==> config.mk <==
export PLATFORM = sky130hd
export DESIGN_NAME = life_stats_flat
export DESIGN_NICKNAME = d
export VERILOG_FILES = /design/src/rtl/life_stats_if.sv /design/src/rtl/life_stats.sv /design/src/flat_wrapper.sv
export SDC_FILE = /design/constraint.sdc
export NUM_CORES = 1
export LEC_CHECK = 0
export BUFFER_PORTS_ARGS = -buffer_cell sky130_fd_sc_hd__buf_2
export CAP_MARGIN = 10
export CORE_MARGIN = 5
export CORE_UTILIZATION = 31
export CTS_BUF_LIST = sky130_fd_sc_hd__clkbuf_8
export DETAILED_ROUTE_END_ITERATION = 7
export GPL_ROUTABILITY_DRIVEN = 0
export HOLD_SLACK_MARGIN = 0.02
export PLACE_DENSITY_LB_ADDON = 0.12
export SLEW_MARGIN = 10
export SYNTH_ARGS = -nofsm -noshare
export SYNTH_HDL_FRONTEND = slang
export SYNTH_SLANG_ARGS = --single-unit
==> constraint.sdc <==
create_clock -name clk_pixel -period 2.8 [get_ports clk_pixel]
set_input_delay 0.7 -clock clk_pixel [delete_from_list [all_inputs] [get_ports clk_pixel]]
set_output_delay 0.7 -clock clk_pixel [all_outputs]
set_load 0.1 [all_outputs]
==> src/rtl/life_stats_if.sv <==
// ---------------------------------------------------------------------------
// life_stats_if
//   Generation byte stream from the life engine into the statistics block.
//
//   enable      : life engine running; when low the stream is ignored
//   frame_start : one-cycle pulse ahead of a generation's first byte
//   byte_valid  : one-cycle strobe, byte_data holds eight next-gen cells
//   byte_data   : eight cells, 1 = live
//
//   master : the life engine (drives the stream)
//   slave  : life_stats (consumes the stream)
// ---------------------------------------------------------------------------
interface life_stats_if;
    logic       enable;
    logic       frame_start;
    logic       byte_valid;
    logic [7:0] byte_data;

    modport master (
        output enable,
        output frame_start,
        output byte_valid,
        output byte_data
    );

    modport slave (
        input enable,
        input frame_start,
        input byte_valid,
        input byte_data
    );
endinterface

==> src/rtl/life_stats.sv <==
// ---------------------------------------------------------------------------
// life_stats
//   Per-generation statistics for the life engine. Each frame of
//   FRAME_BYTES bytes is reduced to a live-cell population and a
//   CRC-16-CCITT (poly 0x1021, init 0xFFFF, MSB first). A frame that closes
//   with exactly FRAME_BYTES bytes is "good" and produces a snapshot; short
//   or overlong frames are discarded with an err_frame pulse. The CRCs of
//   the last two good frames are kept to flag still-lifes (stable) and
//   blinkers (period2); an empty board flags extinct.
//
//   clk_pixel   : pixel clock, the only clock
//   rst_n       : asynchronous active-low reset
//   strm        : generation byte stream (life_stats_if.slave)
//   irq_en      : interrupt enable
//   irq_ack     : one-cycle pulse clearing irq
//   gen_clr     : synchronous clear of generation
//   population  : live-cell count of the last good frame
//   generation  : count of good frames (wraps)
//   crc         : CRC of the last good frame
//   stable      : last good frame equals the one before it
//   period2     : last good frame equals the one two back, not the one before
//   extinct     : last good frame had no live cells
//   stats_valid : one-cycle pulse when the snapshot outputs update
//   err_frame   : one-cycle pulse when a frame is discarded
//   irq         : sticky interrupt
// ---------------------------------------------------------------------------
module life_stats #(
    parameter int unsigned FRAME_BYTES = 60000
) (
    input  logic              clk_pixel,
    input  logic              rst_n,
    life_stats_if.slave       strm,
    input  logic              irq_en,
    input  logic              irq_ack,
    input  logic              gen_clr,
    output logic [19:0]       population,
    output logic [15:0]       generation,
    output logic [15:0]       crc,
    output logic              stable,
    output logic              period2,
    output logic              extinct,
    output logic              stats_valid,
    output logic              err_frame,
    output logic              irq
);

    localparam logic [16:0] FRAME_CNT = 17'(FRAME_BYTES);
    localparam logic [15:0] CRC_INIT  = 16'hFFFF;

    typedef enum logic [0:0] {
        WAIT_SYNC = 1'b0,
        ACCUM     = 1'b1
    } state_t;

    state_t      state;
    logic [19:0] acc;
    logic [15:0] crc_acc;
    logic [16:0] byte_cnt;
    logic        bad;
    logic [15:0] hist0;     // CRC of the previous good frame
    logic [15:0] hist1;     // CRC of the good frame before that
    logic [1:0]  hist_cnt;

    function automatic logic [3:0] popcount8(input logic [7:0] b);
        logic [3:0] n;
        n = '0;
        for (int unsigned i = 0; i < 8; i++) begin
            n = n + {3'b000, b[i]};
        end
        return n;
    endfunction

    function automatic logic [15:0] crc16_byte(input logic [15:0] c_in,
                                               input logic [7:0]  d);
        logic [15:0] c;
        logic        fb;
        c = c_in;
        for (int unsigned i = 0; i < 8; i++) begin
            fb = c[15] ^ d[7 - i];
            c  = {c[14:0], 1'b0} ^ (fb ? 16'h1021 : 16'h0000);
        end
        return c;
    endfunction

    logic [19:0] byte_pop;
    logic [15:0] crc_step;
    logic [15:0] crc_first;
    logic        frame_good;
    logic        snap_stable;
    logic        snap_period2;
    logic        snap_extinct;

    // Popcount is combinational, so a byte on the cycle just before
    // frame_start is already in acc when the snapshot is taken.
    always_comb begin
        byte_pop     = 20'(popcount8(strm.byte_data));
        crc_step     = crc16_byte(crc_acc, strm.byte_data);
        crc_first    = crc16_byte(CRC_INIT, strm.byte_data);
        frame_good   = (byte_cnt == FRAME_CNT) && !bad;
        snap_extinct = (acc == '0);
        snap_stable  = (hist_cnt != 2'd0) && (crc_acc == hist0);
        snap_period2 = (hist_cnt == 2'd2) && (crc_acc != hist0) &&
                       (crc_acc == hist1);
    end

    always_ff @(posedge clk_pixel or negedge rst_n) begin
        if (!rst_n) begin
            state       <= WAIT_SYNC;
            acc         <= '0;
            crc_acc     <= CRC_INIT;
            byte_cnt    <= '0;
            bad         <= 1'b0;
            hist0       <= '0;
            hist1       <= '0;
            hist_cnt    <= '0;
            population  <= '0;
            generation  <= '0;
            crc         <= '0;
            stable      <= 1'b0;
            period2     <= 1'b0;
            extinct     <= 1'b0;
            stats_valid <= 1'b0;
            err_frame   <= 1'b0;
            irq         <= 1'b0;
        end else begin
            stats_valid <= 1'b0;
            err_frame   <= 1'b0;

            // Later assignments in this block take priority: a snapshot
            // increment is overridden by gen_clr, an ack by an irq set.
            if (irq_ack) begin
                irq <= 1'b0;
            end

            if (!strm.enable) begin
                state    <= WAIT_SYNC;
                acc      <= '0;
                crc_acc  <= CRC_INIT;
                byte_cnt <= '0;
                bad      <= 1'b0;
                hist_cnt <= '0;
            end else if (strm.frame_start) begin
                if (state == ACCUM) begin
                    if (frame_good) begin
                        population  <= acc;
                        crc         <= crc_acc;
                        stable      <= snap_stable;
                        period2     <= snap_period2;
                        extinct     <= snap_extinct;
                        stats_valid <= 1'b1;
                        generation  <= generation + 16'd1;
                        hist1       <= hist0;
                        hist0       <= crc_acc;
                        if (hist_cnt != 2'd2) begin
                            hist_cnt <= hist_cnt + 2'd1;
                        end
                        if (irq_en && (snap_stable || snap_period2 || snap_extinct)) begin
                            irq <= 1'b1;
                        end
                    end else begin
                        err_frame <= 1'b1;
                        hist_cnt  <= '0;
                    end
                end
                // A byte coincident with frame_start opens the new frame.
                state    <= ACCUM;
                bad      <= 1'b0;
                if (strm.byte_valid) begin
                    acc      <= byte_pop;
                    crc_acc  <= crc_first;
                    byte_cnt <= 17'd1;
                end else begin
                    acc      <= '0;
                    crc_acc  <= CRC_INIT;
                    byte_cnt <= '0;
                end
            end else if (strm.byte_valid && (state == ACCUM)) begin
                if (byte_cnt < FRAME_CNT) begin
                    acc      <= acc + byte_pop;
                    crc_acc  <= crc_step;
                    byte_cnt <= byte_cnt + 17'd1;
                end else begin
                    bad <= 1'b1;
                    if (byte_cnt != '1) begin
                        byte_cnt <= byte_cnt + 17'd1;
                    end
                end
            end

            if (gen_clr) begin
                generation <= '0;
            end
        end
    end

endmodule

==> src/flat_wrapper.sv <==
// flat-port wrapper written by rule: the top's interface ports become plain ports
module life_stats_flat 
#(
    parameter int unsigned FRAME_BYTES = 60000
)
  (clk_pixel, rst_n, irq_en, irq_ack, gen_clr, population, generation, crc, stable, period2, extinct, stats_valid, err_frame, irq, strm_enable, strm_frame_start, strm_byte_valid, strm_byte_data);
  life_stats_if strm_i ();
  input  logic clk_pixel;
  input  logic rst_n;
  input  logic irq_en;
  input  logic irq_ack;
  input  logic gen_clr;
  output logic [19:0] population;
  output logic [15:0] generation;
  output logic [15:0] crc;
  output logic stable;
  output logic period2;
  output logic extinct;
  output logic stats_valid;
  output logic err_frame;
  output logic irq;
  input wire logic [$bits(strm_i.enable)-1:0] strm_enable;
  input wire logic [$bits(strm_i.frame_start)-1:0] strm_frame_start;
  input wire logic [$bits(strm_i.byte_valid)-1:0] strm_byte_valid;
  input wire logic [$bits(strm_i.byte_data)-1:0] strm_byte_data;
  assign strm_i.enable = strm_enable;
  assign strm_i.frame_start = strm_frame_start;
  assign strm_i.byte_valid = strm_byte_valid;
  assign strm_i.byte_data = strm_byte_data;
  life_stats #(.FRAME_BYTES(FRAME_BYTES)) u_core (.clk_pixel(clk_pixel), .rst_n(rst_n), .strm(strm_i), .irq_en(irq_en), .irq_ack(irq_ack), .gen_clr(gen_clr), .population(population), .generation(generation), .crc(crc), .stable(stable), .period2(period2), .extinct(extinct), .stats_valid(stats_valid), .err_frame(err_frame), .irq(irq));
endmodule
* Word-level counts from Yosys, hierarchy flattened
Index checks and enable logic that the tools add are counted. W data, S select, Z words.
Storage, ports and cells: bits in registers 131, bits of input ports 16, output and inout port bits 58, logic and storage cells 156
Operators by class: $add $sub $neg 11, order comparisons 1, equality and inequality tests 14, muxes and demuxes 62, bitwise operators 31, reduce and logical (&&, ||, !) cells 21
Operator list (number):
- $xor A16 B16 Y16 | 15
- $mux W13 | 16
- $mux W16 | 10
- $mux W17 | 5
- $mux W20 | 4
- $eq A16 B16 Y1 | 2
- $add A4 B1 Y4 | 6
- $mux W1 | 21
- $add A20 B4 Y20 | 1
- $logic_not A20 Y1 | 1
- $add A17 B1 Y17 const B | 1
- $eq A17 B16 Y1 const B | 1
- $lt A17 B16 Y1 const B | 1
- $ne A17 B17 Y1 const B | 1
- $add A16 B1 Y16 const B | 1
- $ne A16 B16 Y1 | 1
- $not A15 Y15 | 1
- $xor A1 B1 Y1 | 15
- $mux W2 | 5
- $reduce_bool A2 Y1 | 5
- $reduce_and A4 Y1 | 2
- $logic_and A1 B1 Y1 | 6
- $ne A3 B1 Y1 const B | 2
- $ne A3 B3 Y1 const B | 2
- other kinds (11) | 15

* Depth between registers and ports, before layout
depth in word-level cells 28, mapped depth 14, mapped depth without buffers 14

* Least setup slack after synthesis
OpenSTA, ideal clock, no wires.
path kind input port to flip-flop, from in strm_byte_data[0], to reg u_core.acc[16], arrival time 4.244 ns, data required time 2.722 ns, slack -1.522 ns, stages on the path 12, cell sequence ha_1 > inv_1 > fa_1 > fa_1 > fa_1 > fa_1 > fa_1 > nor2b_1 > o21a_1 > o21ai_1 > or4_1 > a21oi_1
On the way: longest elaborated chain between the ends 12
RTL lines:
- start, declared | RTL line flat_wrapper.sv:25 | input wire logic [$bits(strm_i.byte_data)-1:0] strm_byte_data;
- $add A1 B1 Y2 | RTL line life_stats.sv:68 | n = n + {3'b000, b[i]};
- $add A4 B1 Y4 (6 in series) | RTL line life_stats.sv:68
- $add A20 B4 Y20 | RTL line life_stats.sv:179 | acc <= acc + byte_pop;
- $mux W20 | RTL line life_stats.sv:178 | if (byte_cnt < FRAME_CNT) begin
- $mux W20 | RTL line life_stats.sv:177 | end else if (strm.byte_valid && (state == ACCUM)) begin
- $mux W20 | RTL line life_stats.sv:142 | end else if (strm.frame_start) begin
- $mux W20 | RTL line life_stats.sv:135 | if (!strm.enable) begin
- end signal, assigned | RTL line life_stats.sv:169 | acc <= byte_pop;
- end signal, assigned | RTL line life_stats.sv:179
- end, declared | RTL line life_stats.sv:56 | logic [19:0] acc;
Every way passes these cells. The select of a mux whose other input is x is not followed. A chain may end at the register's enable or synchronous reset.

* Final worst setup path
from in strm_byte_data[1], to reg u_core.acc[6]
The elaborated chain is that of the path after synthesis.

==> qor.yml <==
outcome:
  status: "finished, violations left"
  violations: "negative setup slack"
floorplanning:
  die_area_sq_um: 26400
  die_w_um: 163
  top_level_ports: 74
  die_y_um: 163
  floorplan.initialDensity_pct: 31.7
  core_area_sq_um: 22800
  rows: 55
placement:
  place_area_sq_um: 8280
  io_buffers: 73
  dp_hpwl_um: 14700
critical_path:
  slowest_stage: "fa_1"
  end_kind: "flip-flop"
  slowest_delay_ns: 0.53
  r2r_cells: 8
  worstReg2RegEnd: "u_core.byte_cnt[13]"
  cp_cell_sequence: "buf_8 > ha_4 > inv_2 > fa_1 > fa_1 > fa_2 > fa_2 > buf_4 > fa_2 > nor2b_4 > o21a_4 > buf_4 > nor2_1 > or4_1 > a21oi_2"
  start_kind: "input port"
  crit_top_cell: "fa_2"
  cp_max_fo: 3
  r2r_setup_slack_ns: 0.42
  worstReg2RegStart: "u_core.byte_cnt[13]"
  cp.arrival_ns: 4.41
  worstPathRequired_ns: 3.17
  worstSetupPathType: "in -> reg"
drt:
  viasPerCell: 4.84
  drt_iter0_drc: 430
  wirelength_um: 20000
  final_antenna_net_count: 0
  first_pass_iters: 5
  dr_total_vias: 5979
  wl_per_cell_um: 16.2
  post-route-drc-count: 0
synthesis:
  synth.area.top_cells: "dfrtp_1 40%, nand2_1 9.8%, xnor2_1 6.8%"
  yosysTopAreaCellShare_pct: 39.9
  synth_edf_count: 0
  ys_ff_latch: 131
  synth_cell_types: 60
  synth_flop_cell: "dfrtp_1"
  syn_nets: 846
  synthArstFlopShare_pct: 100
  yosys_warnings: 0
  synth_area_sq_um: 7220
  syn_area_per_cell_sq_um: 8.89
  seq_area_frac_synth_pct: 45.7
  syn_inst: 812
  synth_top_area_cell: "dfrtp_1"
layout:
  area_growth_pct: 22.9
  fin_util_pct: 39.0
  drive_gt1_share_pct: 23.1
  final_cell_area_sq_um: 8870
  final_cell_mix: "188 x nand2_1, 115 x dfrtp_1, 70 x buf_2"
  n_antenna_cell: 0
  mostFrequentLayoutCell: "nand2_1"
  nets: 944
global_routing:
  overflow: 0
  grt_pass1_vias: 6009
  grt_pass1_wl_um: 33000
  antenna_found_initial: 0
  track_usage_pct: 15.6
  grt_max_degree: 56
power_and_ir_drop:
  p_switching_mw: 1.40
  vdd_drop_max_uv: 240
  p_per_area_nw_per_um2: 552
  seqPwrFrac_pct: 43.3
  p_total_mw: 4.90
  p_leak_nw: 4.02
  p_clk_share_pct: 37.5
  pwr-share-comb_pct: 19.2
  swShare_pct: 28.5
  p_int_mw: 3.50
clock_network:
  holdBufCountCts: 0
  ctsRootBufferMaster: "clkbuf_8"
  clock-sinks: 131
  cts_buffers: 17
  htree_levels: 4
  clk_latency_ns: 0.44
  path_clk_slew_ns: 0.08
  cts_tree: "built"
  clockBufferDepth: 2
timing:
  rsz0062_at_grt: "yes"
  fin_skew_ns: 0.0131
  holdWs_ns: 0.220
  tightest_slew_ns: 0.675
  setup_viol: 19
  finalHoldViolCount: 0
  clock.fmax_mhz: 247
  timing.final.crit_share_pct: 144
  setup_slack_ns: -1.24
  maxSlewHeadroom_pct: 54.6
  maxSlewViolCount: 0
  min_period_ns: 4.04
flow_run:
  max_cap_viol_count: 0
hold_path:
  hp-class: "in -> async"
[power by group through the flow]
stage          clock network [mW]  logic, mW  registers (mW)
2_1_floorplan                   0      0.668            2.05
3_3_place_gp                    0      0.867            2.15
3_5_place_dp                    0      0.865            2.15
4_1_cts                      1.91      0.911            2.12
5_1_grt                      1.99       1.06            2.13
6_report                     1.84      0.940            2.12
[routing by layer]
| layer | track usage (%) | part of all wire, % | up-vias |
|---|---|---|---|
| met1 | 22.6 | 51 | 2869 |
| li1 | - | - | 3001 |
| met4 | 3.51 | 0.60 | 0 |
| met3 | 3.21 | 4.2 | 8 |
| met5 | 0 | 0 | - |
| met2 | 24.0 | 45 | 101 |
[per-stage QoR]
step	std cells	setup WS (ns)	TNS [ns]
global placement	1199	-1.78	-31.28
detailed placement	1199	-1.82	-31.52
global route	1236	-1.33	-22.02
finish	1236	-1.24	-20.40
floorplan	812	-1.42	-24.20
CTS	1235	-1.18	-19.18
[area by class of cell]
class / instances / area [sq um]
tap: 313 / 392
inverter: 35 / 131
clock inverter: 12 / 179
multi-input combinational: 600 / 3760
clock buffer: 20 / 275
sequential: 131 / 3300
fill: 2332 / 13900
timing repair buffer: 125 / 840
[critical path: cells and delay by family]
family                     cells  cell delay (ns)
adders and majority gates      6             2.41
buffers and inverters          4             0.39
AOI/OAI and AO/OA              2             0.29
and+or+nand+nor                3             0.61
[Yosys cell counts (16+ instances only)]
master / instances
nand2_1: 189
dfrtp_1: 115
xnor2_1: 56
o21ai_0: 42
a21oi_1: 37
inv_1: 35
clkbuf_1: 34
nor2_1: 33
nand3_1: 21
dfstp_2: 16
o21a_1: 16
[timing repair]
action                     4_1_cts  5_1_grt
gates resized for setup         13        9
hold endpoints to repair         0        0
buffers inserted                 3        1
setup endpoints to repair       19       20
cloned                           1        0
pin swaps                       17        6
[worst max path at each step]
stage / depth (start not counted) / to / start
global placement: 15 / u_core.acc[17] / strm_byte_data[1]
CTS: 15 / u_core.acc[13] / strm_byte_data[1]
floorplan: 12 / u_core.acc[16] / strm_byte_data[1]
detailed placement: 15 / u_core.acc[15] / strm_byte_data[1]
global route: 15 / u_core.acc[6] / strm_byte_data[1]
finish: 15 / u_core.acc[6] / strm_byte_data[1]
[flip-flops by register name, indices dropped and copies added (netlist names)]
name / flops
u_core.acc: 20
u_core.bad: 1
u_core.byte_cnt: 17
u_core.crc: 16
u_core.crc_acc: 16
u_core.err_frame: 1
u_core.extinct: 1
u_core.generation: 16
u_core.hist1: 16
u_core.hist_cnt: 2
u_core.irq: 1
u_core.period2: 1
u_core.population: 20
u_core.stable: 1
u_core.state: 1
u_core.stats_valid: 1
[cells by family after synthesis]
family	synth area share [%]
xor gates and xnor gates	8.49
muxes	0.624
buffers and inverters	4.63
adders and majority gates	3.64
and+or+nand+nor	22.2
DFF	45.7
AOI/OAI and AO/OA	14.7
(Power assumes the default switching activity.)
